### src/rtl/ysyx_23060072_branch_verify_pkg.sv
// Shared definitions for the branch verify block: state encodings, instruction
// size, enable/disable constants and the prediction record layout.
// Optional feature macro: YSYX_23060072_BPU_PERF_EN (see top module).
package ysyx_23060072_branch_verify_pkg;

    typedef enum logic {
        ST_RUN     = 1'b0,
        ST_RECOVER = 1'b1
    } bv_state_e;

    localparam logic [31:0] INST_SIZE = 32'd4;
    localparam logic        ENABLE    = 1'b1;
    localparam logic        DISABLE   = 1'b0;
    localparam int          REC_W     = 65;

    // Field order matches the queue entry layout {pc, flag, target}.
    typedef struct packed {
        logic [31:0] pc;
        logic        flag;
        logic [31:0] target;
    } pred_rec_t;

    // Next PC after an instruction: target if control transfer, else fall-through.
    function automatic logic [31:0] next_pc(input logic taken,
                                            input logic [31:0] target,
                                            input logic [31:0] pc);
        return taken ? target : pc + INST_SIZE;
    endfunction

endpackage

### src/rtl/ysyx_23060072_branch_verify_if.sv
// IF/EX-facing signal bundle of the branch verify block.
// slave = the verify block, master = the IF/EX side driving it.
// Optional feature macro: YSYX_23060072_BPU_PERF_EN adds the perf counter outputs.
interface ysyx_23060072_branch_verify_if;
    logic        pred_valid_i;
    logic        pred_ready_o;
    logic [31:0] pred_pc_i;
    logic        pred_flag_i;
    logic [31:0] pred_target_i;
    logic        res_valid_i;
    logic        res_ready_o;
    logic [31:0] res_pc_i;
    logic        res_taken_i;
    logic [31:0] res_target_i;
    logic        redirect_o;
    logic [31:0] redirect_pc_o;
    logic        flush_o;
    logic        sync_err_o;
`ifdef YSYX_23060072_BPU_PERF_EN
    logic [31:0] perf_ctrl_o;
    logic [31:0] perf_miss_o;
`endif

    modport slave (
        input  pred_valid_i, pred_pc_i, pred_flag_i, pred_target_i,
        input  res_valid_i, res_pc_i, res_taken_i, res_target_i,
        output pred_ready_o, res_ready_o, redirect_o, redirect_pc_o,
        output flush_o, sync_err_o
`ifdef YSYX_23060072_BPU_PERF_EN
        , output perf_ctrl_o, perf_miss_o
`endif
    );

    modport master (
        output pred_valid_i, pred_pc_i, pred_flag_i, pred_target_i,
        output res_valid_i, res_pc_i, res_taken_i, res_target_i,
        input  pred_ready_o, res_ready_o, redirect_o, redirect_pc_o,
        input  flush_o, sync_err_o
`ifdef YSYX_23060072_BPU_PERF_EN
        , input perf_ctrl_o, perf_miss_o
`endif
    );
endinterface

### src/rtl/ysyx_23060072_pred_fifo.sv
// In-order circular queue of prediction records. Pointers carry an extra wrap
// bit so full and empty are distinguishable with all DEPTH slots usable.
module ysyx_23060072_pred_fifo #(
    parameter int DEPTH = 4,
    parameter int WIDTH = 65
) (
    input  logic             clk,
    input  logic             rst,
    input  logic             clr,
    input  logic             push,
    input  logic             pop,
    input  logic [WIDTH-1:0] wdata,
    output logic [WIDTH-1:0] rdata,
    output logic             full,
    output logic             empty
);
    localparam int AW = $clog2(DEPTH);
    localparam logic [AW:0] PTR_ONE = 1;

    logic [AW:0]      wr_ptr;
    logic [AW:0]      rd_ptr;
    logic [WIDTH-1:0] mem [DEPTH];

    // Pointer update; clear drops every queued record at once.
    always_ff @(posedge clk) begin
        if (rst || clr) begin
            wr_ptr <= '0;
            rd_ptr <= '0;
        end else begin
            if (push) wr_ptr <= wr_ptr + PTR_ONE;
            if (pop)  rd_ptr <= rd_ptr + PTR_ONE;
        end
    end

    // Storage write; contents need no reset since pointers gate visibility.
    always_ff @(posedge clk) begin
        if (push) mem[wr_ptr[AW-1:0]] <= wdata;
    end

    assign rdata = mem[rd_ptr[AW-1:0]];
    assign empty = (wr_ptr == rd_ptr);
    assign full  = (wr_ptr[AW-1:0] == rd_ptr[AW-1:0]) && (wr_ptr[AW] != rd_ptr[AW]);
endmodule

### src/rtl/ysyx_23060072_branch_verify.sv
// Checks each IF prediction against the EX resolution and issues a registered
// redirect + flush on a wrong next-PC.
// Optional feature macro: YSYX_23060072_BPU_PERF_EN adds saturating perf counters.
//
// state      | meaning
// -----------+-----------------------------------------------------------
// ST_RUN     | normal operation: accept predictions, consume resolutions
// ST_RECOVER | one-cycle redirect/flush pulse, both sides stalled
module ysyx_23060072_branch_verify
    import ysyx_23060072_branch_verify_pkg::*;
#(
    parameter int DEPTH = 4
) (
    input logic clk,
    input logic rst,
    ysyx_23060072_branch_verify_if.slave bus
);
    bv_state_e   state_q, state_d;
    pred_rec_t   head, wr_rec;
    logic        full, empty, push, pop, clr, mismatch;
    logic [31:0] pred_next, act_next, redirect_pc_q;
    logic        sync_err_q;

    assign wr_rec = '{pc: bus.pred_pc_i, flag: bus.pred_flag_i, target: bus.pred_target_i};

    ysyx_23060072_pred_fifo #(.DEPTH(DEPTH), .WIDTH(REC_W)) u_fifo (
        .clk   (clk),
        .rst   (rst),
        .clr   (clr),
        .push  (push),
        .pop   (pop),
        .wdata (wr_rec),
        .rdata (head),
        .full  (full),
        .empty (empty)
    );

    assign pred_next = next_pc(head.flag, head.target, head.pc);
    assign act_next  = next_pc(bus.res_taken_i, bus.res_target_i, bus.res_pc_i);
    assign mismatch  = (pred_next != act_next);

    // State register.
    always_ff @(posedge clk) begin
        if (rst) state_q <= ST_RUN;
        else     state_q <= state_d;
    end

    // Next state, handshakes and queue control; a mispredict drops any same-cycle push.
    always_comb begin
        state_d          = state_q;
        bus.pred_ready_o = DISABLE;
        bus.res_ready_o  = DISABLE;
        bus.redirect_o   = DISABLE;
        bus.flush_o      = DISABLE;
        push             = DISABLE;
        pop              = DISABLE;
        clr              = DISABLE;
        case (state_q)
            ST_RUN: begin
                bus.pred_ready_o = !full;
                bus.res_ready_o  = !empty;
                pop              = bus.res_valid_i && !empty;
                if (pop && mismatch) begin
                    clr     = ENABLE;
                    state_d = ST_RECOVER;
                end
                push = bus.pred_valid_i && !full && !clr;
            end
            ST_RECOVER: begin
                bus.redirect_o = ENABLE;
                bus.flush_o    = ENABLE;
                state_d        = ST_RUN;
            end
            default: state_d = ST_RUN;
        endcase
    end

    // Redirect target capture and sticky PC-desync flag.
    always_ff @(posedge clk) begin
        if (rst) begin
            redirect_pc_q <= '0;
            sync_err_q    <= DISABLE;
        end else begin
            if (clr) redirect_pc_q <= act_next;
            if (pop && (bus.res_pc_i != head.pc)) sync_err_q <= ENABLE;
        end
    end

    assign bus.redirect_pc_o = redirect_pc_q;
    assign bus.sync_err_o    = sync_err_q;

`ifdef YSYX_23060072_BPU_PERF_EN
    logic [31:0] perf_ctrl_q, perf_miss_q;

    // Saturating counts of control-flow pops and mispredicts.
    always_ff @(posedge clk) begin
        if (rst) begin
            perf_ctrl_q <= '0;
            perf_miss_q <= '0;
        end else begin
            if (pop && (head.flag || bus.res_taken_i) && (perf_ctrl_q != '1))
                perf_ctrl_q <= perf_ctrl_q + 32'd1;
            if (clr && (perf_miss_q != '1))
                perf_miss_q <= perf_miss_q + 32'd1;
        end
    end

    assign bus.perf_ctrl_o = perf_ctrl_q;
    assign bus.perf_miss_o = perf_miss_q;
`endif
endmodule

### src/flat_wrapper.sv
// flat-port wrapper written by rule: the top's interface ports become plain ports
module ysyx_23060072_branch_verify_flat import ysyx_23060072_branch_verify_pkg::*;
#(
    parameter int DEPTH = 4
)
  (clk, rst, bus_pred_valid_i, bus_pred_pc_i, bus_pred_flag_i, bus_pred_target_i, bus_res_valid_i, bus_res_pc_i, bus_res_taken_i, bus_res_target_i, bus_pred_ready_o, bus_res_ready_o, bus_redirect_o, bus_redirect_pc_o, bus_flush_o, bus_sync_err_o);
  ysyx_23060072_branch_verify_if bus_i ();
  input logic clk;
  input logic rst;
  input wire logic [$bits(bus_i.pred_valid_i)-1:0] bus_pred_valid_i;
  input wire logic [$bits(bus_i.pred_pc_i)-1:0] bus_pred_pc_i;
  input wire logic [$bits(bus_i.pred_flag_i)-1:0] bus_pred_flag_i;
  input wire logic [$bits(bus_i.pred_target_i)-1:0] bus_pred_target_i;
  input wire logic [$bits(bus_i.res_valid_i)-1:0] bus_res_valid_i;
  input wire logic [$bits(bus_i.res_pc_i)-1:0] bus_res_pc_i;
  input wire logic [$bits(bus_i.res_taken_i)-1:0] bus_res_taken_i;
  input wire logic [$bits(bus_i.res_target_i)-1:0] bus_res_target_i;
  output wire logic [$bits(bus_i.pred_ready_o)-1:0] bus_pred_ready_o;
  output wire logic [$bits(bus_i.res_ready_o)-1:0] bus_res_ready_o;
  output wire logic [$bits(bus_i.redirect_o)-1:0] bus_redirect_o;
  output wire logic [$bits(bus_i.redirect_pc_o)-1:0] bus_redirect_pc_o;
  output wire logic [$bits(bus_i.flush_o)-1:0] bus_flush_o;
  output wire logic [$bits(bus_i.sync_err_o)-1:0] bus_sync_err_o;
  assign bus_i.pred_valid_i = bus_pred_valid_i;
  assign bus_i.pred_pc_i = bus_pred_pc_i;
  assign bus_i.pred_flag_i = bus_pred_flag_i;
  assign bus_i.pred_target_i = bus_pred_target_i;
  assign bus_i.res_valid_i = bus_res_valid_i;
  assign bus_i.res_pc_i = bus_res_pc_i;
  assign bus_i.res_taken_i = bus_res_taken_i;
  assign bus_i.res_target_i = bus_res_target_i;
  assign bus_pred_ready_o = bus_i.pred_ready_o;
  assign bus_res_ready_o = bus_i.res_ready_o;
  assign bus_redirect_o = bus_i.redirect_o;
  assign bus_redirect_pc_o = bus_i.redirect_pc_o;
  assign bus_flush_o = bus_i.flush_o;
  assign bus_sync_err_o = bus_i.sync_err_o;
  ysyx_23060072_branch_verify #(.DEPTH(DEPTH)) u_core (.clk(clk), .rst(rst), .bus(bus_i));
endmodule
### config.mk
export PLATFORM = sky130hd
export DESIGN_NAME = ysyx_23060072_branch_verify_flat
export DESIGN_NICKNAME = d
export VERILOG_FILES = /design/src/rtl/ysyx_23060072_branch_verify_pkg.sv /design/src/rtl/ysyx_23060072_branch_verify_if.sv /design/src/rtl/ysyx_23060072_pred_fifo.sv /design/src/rtl/ysyx_23060072_branch_verify.sv /design/src/flat_wrapper.sv
export SDC_FILE = /design/constraint.sdc
export NUM_CORES = 1
export LEC_CHECK = 0
export CAP_MARGIN = 10
export CORE_MARGIN = 2
export CORE_UTILIZATION = 40
export DETAILED_ROUTE_END_ITERATION = 6
export PLACE_DENSITY_LB_ADDON = 0.1
export SYNTH_ARGS = -nofsm -noshare
export SYNTH_HDL_FRONTEND = slang
export SYNTH_SLANG_ARGS = --single-unit
### constraint.sdc
create_clock -name clk -period 7.8 [get_ports clk]
set_input_delay 1.56 -clock clk [delete_from_list [all_inputs] [get_ports clk]]
set_output_delay 1.56 -clock clk [all_outputs]
set_load 0.02 [all_outputs]
==> results.md, run 1 <==
- The flow ran to the end, and the final reports show no timing, DRC or antenna violations.
- The critical setup path kind is in -> reg.
- The switching part of the total is 0.272.
- The number of design-rule violations left by the first detailed-router iteration is a little over 1000.
- At the pin with the least slew margin, the transition time is roughly 1.1 ns.
- The post-synthesis average cell area is about 14 um^2.
- Measured along the y axis, the die boundary spans between 150 and 200 um.
- Excluding fillers, the count of instances in the completed layout stands at about 1700.
- The detailed placer's ending HPWL is around 34000 um.
- Dividing total power by cell area gives a power density of between 200 and 250 nW/um^2.
- The count of endpoints failing setup in the final report is 0.
- The total instance count after detailed placement is 1652.
- The proportion of layout cells with a drive suffix above 1 is 0.134.
- The CTS tree is built.
- The sequential cell area is between 8000 and 9000 um^2.
- IR analysis of the VDD net gives a maximum drop of between 0.15 and 0.2 mV.
- The buffer depth of the longest clock path is 3.
- Post-CTS timing repair inserted 0 buffers for setup.
- The area of the mapped netlist is about 15000 um^2.
- The sum of negative setup slack is 0 ns.
- The number of levels the H-tree was split into is 2.
- The placement-stage worst setup slack is 0.688 ns.
- The wire length of the first global-routing pass is 67800 um.
- Max-cap violations in this run came to 0.
- The share of total power dissipated in combinational logic is 0.183.
- When the netlist entered floorplanning its net count stood at about 1200.
- The clock group share of total power is 0.353.
- The largest stage delay on the critical path is 0.66 ns.
- Summing all multi-input logic gate instances after layout gives between 5000 and 6000 um^2.
- The clock reaches the later pin of the worst-skew pair after 0.53 ns.
- At the worst endpoint, the arrival time is 6.93 ns.
- The internal portion of total power is around 3 mW.
- The number of hold violations in the final report was 0.
- The worst pin sits at a relative slew slack of 0.282.
- The floorplan has 70 rows.
- The critical path's slowest cell is a2111oi_0.
- The final critical-path share of the clock period is 0.861.
- The number of standard cells after synthesis is roughly 1000.
- The number of port buffers is between 150 and 200.
- The number of antenna violations at the first check in global routing is 0.
- The final core area utilization is 0.495.
- After clock tree synthesis, the clock-pin slew on the worst setup and hold paths is roughly 0.05 ns.
- The static leakage is roughly 5.7 nW.
- The number of buffers and inverters on the critical path is 2.
- For this run, the total global-route usage over all layers was measured as 0.243.
- The CTS sink count is 302.
- The worst path meets setup with 1.09 ns of slack.
- The number of distinct library cells after synthesis is slightly below 80.
- For this run, the number of Yosys warnings is 0.
- The final layout net count is around 1400.
- The worst endpoint required time is approximately 8 ns.
- Static timing analysis puts the maximum clock frequency at ~0.15 GHz.
- Counting buffers and inverters, the worst setup path is 14 cells deep.
- The type of destination of the critical path is a flop.
- The total die area is around 38000 um^2.
- The average wire length per cell after detail routing is between 20 and 30 um.
- Setup repair after global routing left no endpoint under its margin.
- The setup skew after layout is 0.0236 ns.
- The switching power summed over all nets is ~1.1 mW.
- The proportion of synthesized chip area in sequential cells is 0.589.
- The detail route stage leaves a number of antenna-violating nets equal to 0.
- Clock tree synthesis selected as its root buffer the cell clkbuf_16.
- The initial cell density of the core is 0.404.
- The via count of the first global-routing pass is 10000.
- In this run, CTS created clock tree buffers numbering 34.
- The highest fanout seen on the critical path is 28.
- After clock tree synthesis, the flow added hold-fix buffers numbering 0.
- The filler cell count is 3118.
- The number of top-level pins is 171.
- In this run the worst hold path is classified as reg -> reg.
- The number of antenna diodes is 0.
- In this run the horizontal extent of the chip is ~200 um.
- The cell area after layout is 18000 um^2.
- The kind of cell with the highest combined delay on the critical path is simple AND/OR/NAND/NOR gates.
- The post-detailed-route DRC marker count is 0.
- STA classifies the critical path startpoint as an input port.
- The primary flip-flop cell chosen by synthesis mapping is edfxtp_1.
- The register bit count reported by yosys is between 300 and 400.
- The number of optimization iterations in the first detailed-route pass is 5.
- Entering global routing, the biggest net connects 51 pins.
- The total count of max-transition violations in the final report is 0.
- From synthesis to final layout, the design area changed by 22.7%.
- After layout, the design draws a total of 4.11 mW.
- The placed instances occupy a cell area of around 17000 um^2.
- The cell count of the worst reg-to-reg path is 13.
- The minimum clock period is approximately 6.7 ns.
- In this run, synthesis inferred 260 flip-flops with an integrated enable.
- The number of cells upsized or downsized after cts is 0.
- In the routed layout, each cell is associated on average with a via count of 5.96.
- Walking the worst path, the cells encountered are clkdlybuf4s50_1 > ha_1 > and3_1 > nand3_1 > o311ai_1 > xor2_1 > a22o_1 > a2111oi_0 > nand4_1 > nor4_2 > nand3_2 > a21oi_1 > and2_2 > buf_12.
- For this run, asynchronously set or reset flops after synthesis account for 0.
- The worst hold slack is 0.476 ns.
- The placer congestion estimate is about 0.94.
- The share of total power dissipated in sequential elements is 0.465.
- The total congestion overflow is 0.
- The total number of vias is around 10000.
- The area of the core is approximately 36000 um^2.
- Along the worst hold path, the cell count comes to 1.
- Wires add up to 46100 um.
-- worst reg2reg max path: stages, from the launching register on --
cell and delay, ns:
dfxtp_4 0.82, buf_4 0.59, mux4_2 0.45, nand4_1 0.17, nor4_2 0.80, xor2_1 0.17
o211a_1 0.25, a2111oi_0 0.72, nand4_1 0.31, nor4_2 0.44, nand3_2 0.15, a21oi_1 0.31
and2_2 0.52, buf_12 0.29
-- cell type report --
| class | instances | area share |
|---|---|---|
| tap | 468 | 0.0325 |
| inverter | 14 | 0.00292 |
| clock buffer | 45 | 0.0496 |
| clock inverter | 14 | 0.00570 |
| multi-input combinational | 659 | 0.314 |
| timing repair buffer | 209 | 0.114 |
| sequential | 302 | 0.481 |
-- per-layer routing --
layer / vias up / GRT usage / part of all wire
met5: - / 0 / 0
met4: 0 / 0.0755 / 0.027
met3: 78 / 0.0333 / 0.063
met2: 455 / 0.384 / 0.46
met1: 5119 / 0.350 / 0.45
li1: 4540 / - / -
-- state kept, by name (all words and copies together) (netlist names), named ones only --
name / flops
u_core.u_fifo.mem: 260
u_core.u_fifo.rd_ptr: 3
u_core.state_q: 1
u_core.bus.redirect_pc_o: 32
u_core.u_fifo.wr_ptr: 3
u_core.bus.sync_err_o: 1
-- cells by family after synthesis --
logic type	synth area share
xor gates and xnor gates	0.0670
buffers and inverters	0.0256
muxes	0.120
adders and majority gates	0.00597
AOI/OAI and AO/OA	0.0836
DFF	0.589
and+or+nand+nor	0.109
-- cells in the final DEF (no fill, tap or decap), types with 15 or more instances in the layout --
master,netlist,final
a21oi_1,27,27
buf_4,3,34
clkbuf_16,0,34
clkdlybuf4s50_1,0,169
dfxtp_1,42,40
edfxtp_1,260,260
mux2i_1,25,25
mux4_2,60,60
nand2_1,56,56
nand3_1,40,40
nand4_1,27,27
nor2_1,30,30
nor4_1,40,40
o211ai_1,15,15
o31ai_1,21,21
xnor2_1,74,74
xor2_1,28,28
-- synthesized netlist by cell type (all sizes together), types with 3 or more instances --
master / number / area share
edfxtp: 260 / 0.53
xnor2: 74 / 0.044
mux4: 65 / 0.10
nand2: 57 / 0.015
nand3: 44 / 0.016
nor4: 43 / 0.020
dfxtp: 42 / 0.057
clkbuf: 32 / 0.0082
nor2: 30 / 0.0077
buf: 29 / 0.014
xor2: 28 / 0.017
a21oi: 27 / 0.0092
nand4: 27 / 0.012
mux2i: 25 / 0.017
o31ai: 21 / 0.011
o21ai: 19 / 0.0065
a31o: 15 / 0.0090
nor3: 15 / 0.0059
o211ai: 15 / 0.0077
and3: 14 / 0.0060
inv: 14 / 0.0036
nand2b: 14 / 0.0060
or4: 12 / 0.0064
o31a: 11 / 0.0066
a31oi: 10 / 0.0043
and2: 7 / 0.0030
and4: 7 / 0.0042
ha: 7 / 0.0060
a311oi: 6 / 0.0036
nor2b: 5 / 0.0021
o2111ai: 5 / 0.0030
or3: 5 / 0.0021
a211oi: 4 / 0.0020
o211a: 4 / 0.0027
xnor3: 4 / 0.0061
a2111oi: 3 / 0.0018
o21a: 3 / 0.0015
o22ai: 3 / 0.0013
-- final timing paths --
| check | startpoint | to | slack (ns) |
|---|---|---|---|
| worst max-delay path | bus_res_pc_i[2] | u_core.u_fifo.mem[1][55] | 1.09 |
| worst min register to register | u_core.bus.redirect_pc_o[26] | u_core.bus.redirect_pc_o[26] | 0.48 |
| worst min-delay path | u_core.bus.redirect_pc_o[26] | u_core.bus.redirect_pc_o[26] | 0.48 |
| worst max register to register | flop | u_core.u_fifo.mem[1][55] | 1.52 |
-- power by group through the flow --
stage / sequential, mW / combinational, mW / clock (mW)
global placement: 1.94 / 0.748 / 0
CTS: 1.91 / 0.747 / 1.48
detailed placement: 1.94 / 0.744 / 0
finish: 1.91 / 0.751 / 1.45
global route: 1.92 / 0.796 / 1.55
floorplan: 1.96 / 0.381 / 0
(Power assumes the default switching activity.)
==> run 2, diff against run 1 <==
--- a/config.mk
+++ b/config.mk
@@ -5,9 +5,8 @@
 export SDC_FILE = /design/constraint.sdc
 export NUM_CORES = 1
 export LEC_CHECK = 0
-export CAP_MARGIN = 10
 export CORE_MARGIN = 2
-export CORE_UTILIZATION = 40
+export CORE_UTILIZATION = 55
 export DETAILED_ROUTE_END_ITERATION = 6
 export PLACE_DENSITY_LB_ADDON = 0.1
 export SYNTH_ARGS = -nofsm -noshare
==> run 2 against run 1 <==
Net effect: first-iteration DRC count grew 46%; global-route usage up 6.3 points; clock-buffer cell count fell by 9; the flow now finishes with violations (DRC); largest power group unchanged; core utilization up 18 points; cell area down 1.4%.
==> results.md, run 2 (synthesis gave the netlist of run 1 again) <==
- The run finished, with violations left.
- The checks that failed: DRC.
- The via count of the first global-routing pass is 10100.
- On the worst path, the slowest cell contributes a delay of between 0.7 and 0.8 ns.
- The first global-routing pass estimated about 64000 um of wire.
- The minimum setup slack among reg-to-reg paths is 1.94 ns.
- The endpoint identified for the worst register-to-register timing path is u_core.u_fifo.mem[1][49].
- Leaving out fill and tap cells, the most frequent cells in the layout are edfxtp_1 (260), clkdlybuf4s50_1 (169), xnor2_1 (74), mux4_2 (60), nand2_1 (56).
- The routed design could run at a clock period as short as between 6 and 7 ns.
- The area added between synthesis and finish is 20.9%.
- The cell count of the worst reg-to-reg path is 13.
- The critical path's slowest cell is o311ai_1.
- The number of design-rule violations left by the first detailed-router iteration is 1503.
- In this run the worst hold path is classified as reg -> reg.
- The via density per instance is 6.51.
- The die covers between 20000 and 30000 um^2.
- The filler cell count is about 1900.
- Leaving out filler cells and counting taps, the final layout contains around 1600.
- Walking the worst path, the cells encountered are clkdlybuf4s50_1 > ha_1 > and3_1 > nand3_1 > o311ai_1 > xor2_1 > o2111ai_1 > or4_1 > a2111o_1 > nor4_2 > nand3_2 > a21oi_1 > and2_2 > buf_4.
- After clock tree synthesis, the flow added hold-fix buffers numbering 0.
- Global routing finished with a remaining overflow of 0.
- The number of gates resized after CTS was 0.
- The average wire length per cell after detail routing is roughly 27 um.
- The number of port buffers is 170.
- After detailed routing, the total wire length is approximately 43000 um.
- In this run the most critical hold path is launched from u_core.bus.redirect_pc_o[9].
- The worst endpoint required time is between 7 and 8 ns.
- Of the available clock period, the critical path in the final layout requires 0.844.
- Across the run, the number of max-cap violations was 0.
- The achievable clock frequency is ~0.15 GHz.
- The worst max-slew margin expressed relative to the limit is 0.256.
- The clock drives between 300 and 400 sinks.
- The number of core rows is approximately 60.
- The detailed placer's ending HPWL is a little over 30000 um.
- The net count of the finished layout is about 1400.
- The worst voltage drop across the vdd grid is between 0.2 and 0.3 mV.
- Summed over all failing endpoints, the final setup total negative slack is 0 ns.
- The die boundary height is ~170 um.
- The horizontal extent of the die is approximately 170 um.
- The sort of element at the start of the critical path is an input port.
- Setup violations remaining at the end of the flow were counted as 0.
- The placer congestion estimate is between 1 and 1.5.
- In this run the remaining antenna-violating nets after routing total 0.
- The number of top-level pins is between 150 and 200.
- The sequential cell area is ~8700 um^2.
- Setup repair after global routing left no endpoint under its margin.
- The repair_antennas step left the layout with diodes totalling 0.
- The post-detailed-route DRC marker count is 12.
- The number of optimization iterations in the first detailed-route pass is 7.
- The placement-stage worst setup slack is around 0.73 ns.
- The type of destination of the critical path is a flop.
- The highest fanout seen on the critical path is 36.
- The area of the multi-input gates is roughly 5700 um^2.
- The critical path in this run is classified as in -> reg.
- The number of hold violations in the final report was 0.
- In the global route stage, overall resource usage came out at 0.306.
- The flip-flop count of the largest register after layout is 260.
- The total setup buffers inserted after CTS is 0.
- The number of antenna violations at the first check in global routing is 0.
- After floorplanning, the core was sized to cover 26100 um^2.
- Summing over every cut layer, the via total after detailed routing is 10200.
- The analysis attributes to cell leakage a power of 5.69 nW.
- The slew at the pin closest to its max-slew limit is 1.09 ns.
- The number of clock buffers inserted by TritonCTS is 30.
- Counting instances, the worst hold path has a depth of 2.
- At the later pin of the worst-skew pair, clock insertion delay measures roughly 0.56 ns.
- Data on the critical path arrives at its endpoint at just under 7 ns.
- The number of levels the H-tree was split into is 1.
- Leaving out fill and tap cells, the most frequent cell in the layout is edfxtp_1.
- The initial cell density of the core is 0.562.
- The total count of max-transition violations in the final report is 0.
- The clock transition at the registers of the reported paths is approximately 0.07 ns.
- The worst hold path terminates at u_core.bus.redirect_pc_o[9].
- Setup slack closes at around 1.2 ns.
- The CTS tree is built.
- Once placement completed, the tool counted placed cells totaling approximately 1500.
- The maximum number of pins on one net before global-route repair is 46.
- In the final layout, the share of cells above drive strength 1 is 0.136.
- The setup skew after layout is approximately 0.012 ns.
- The root buffer cell is clkbuf_16.
- The clock passes through at most 3 buffers.
- The power density normalized to cell area is 231 nW/um^2.
-- run 2: changes by cell type in the layout (fill, tap and decap cells not counted), moves of 2 or more --
cell | previous run | this run
and2_2 | 2 | 4
and2_4 | 2 | 0
buf_12 | 5 | 0
bufinv_16 | 0 | 3
clkbuf_1 | 11 | 3
clkbuf_16 | 34 | 31
clkbuf_8 | 0 | 2
clkinv_1 | 5 | 2
clkinv_2 | 4 | 6
clkinv_4 | 0 | 4
clkinvlp_4 | 1 | 5
-- run 2: per-layer routing --
metal	wire length [um]	GRT usage
met1	18000	0.442
met2	20200	0.484
met3	3070	0.0433
met4	1600	0.106
met5	0	0
-- run 2: worst max-delay path by stage --
| stage | slack (ns) | start | depth (start not counted) | endpoint |
|---|---|---|---|---|
| finish | 1.21 | bus_res_pc_i[3] | 14 | u_core.u_fifo.mem[1][49] |
| global route | 0.98 | bus_res_pc_i[2] | 14 | u_core.u_fifo.mem[3][14] |
| floorplan | 0.93 | bus_res_pc_i[12] | 12 | u_core.u_fifo.mem[0][0] |
| CTS | 1.31 | bus_res_pc_i[2] | 14 | u_core.u_fifo.mem[1][9] |
| global placement | 0.89 | bus_res_pc_i[2] | 14 | u_core.u_fifo.mem[1][22] |
| detailed placement | 0.73 | bus_res_pc_i[2] | 14 | u_core.u_fifo.mem[1][19] |
-- run 2: metrics by stage --
step           power [mW]  utilization  instance area (um^2)  hold WS, ns
5_1_grt              4.23        0.679                 17700        0.526
6_report             4.10        0.679                 17700        0.495
4_1_cts              4.10        0.679                 17700        0.485
3_5_place_dp         2.66        0.640                 16700        0.477
2_1_floorplan        2.34            -                 14700        0.470
3_3_place_gp         2.65        0.640                 16700        0.462
-- run 2: power by group --
group	switching, mW	internal [mW]
sequential	0.0362	1.88
clock	0.614	0.846
combinational	0.434	0.290
-- run 2: final cells by class --
type | instances | share of cell area
Sequential cell | 302 | 0.488
Multi-Input combinational cell | 659 | 0.319
Timing Repair Buffer | 203 | 0.110
Clock buffer | 36 | 0.0459
Tap cell | 335 | 0.0236
Clock inverter | 20 | 0.0113
Inverter | 14 | 0.00296
-- run 2: critical path, delay by kind of cell --
| family | cells | cell delay, ns |
|---|---|---|
| and+or+nand+nor | 6 | 2.01 |
| xor gates and xnor gates | 1 | 0.26 |
| AOI/OAI and AO/OA | 4 | 1.63 |
| buffers and inverters | 2 | 1.01 |
| adders and majority gates | 1 | 0.24 |
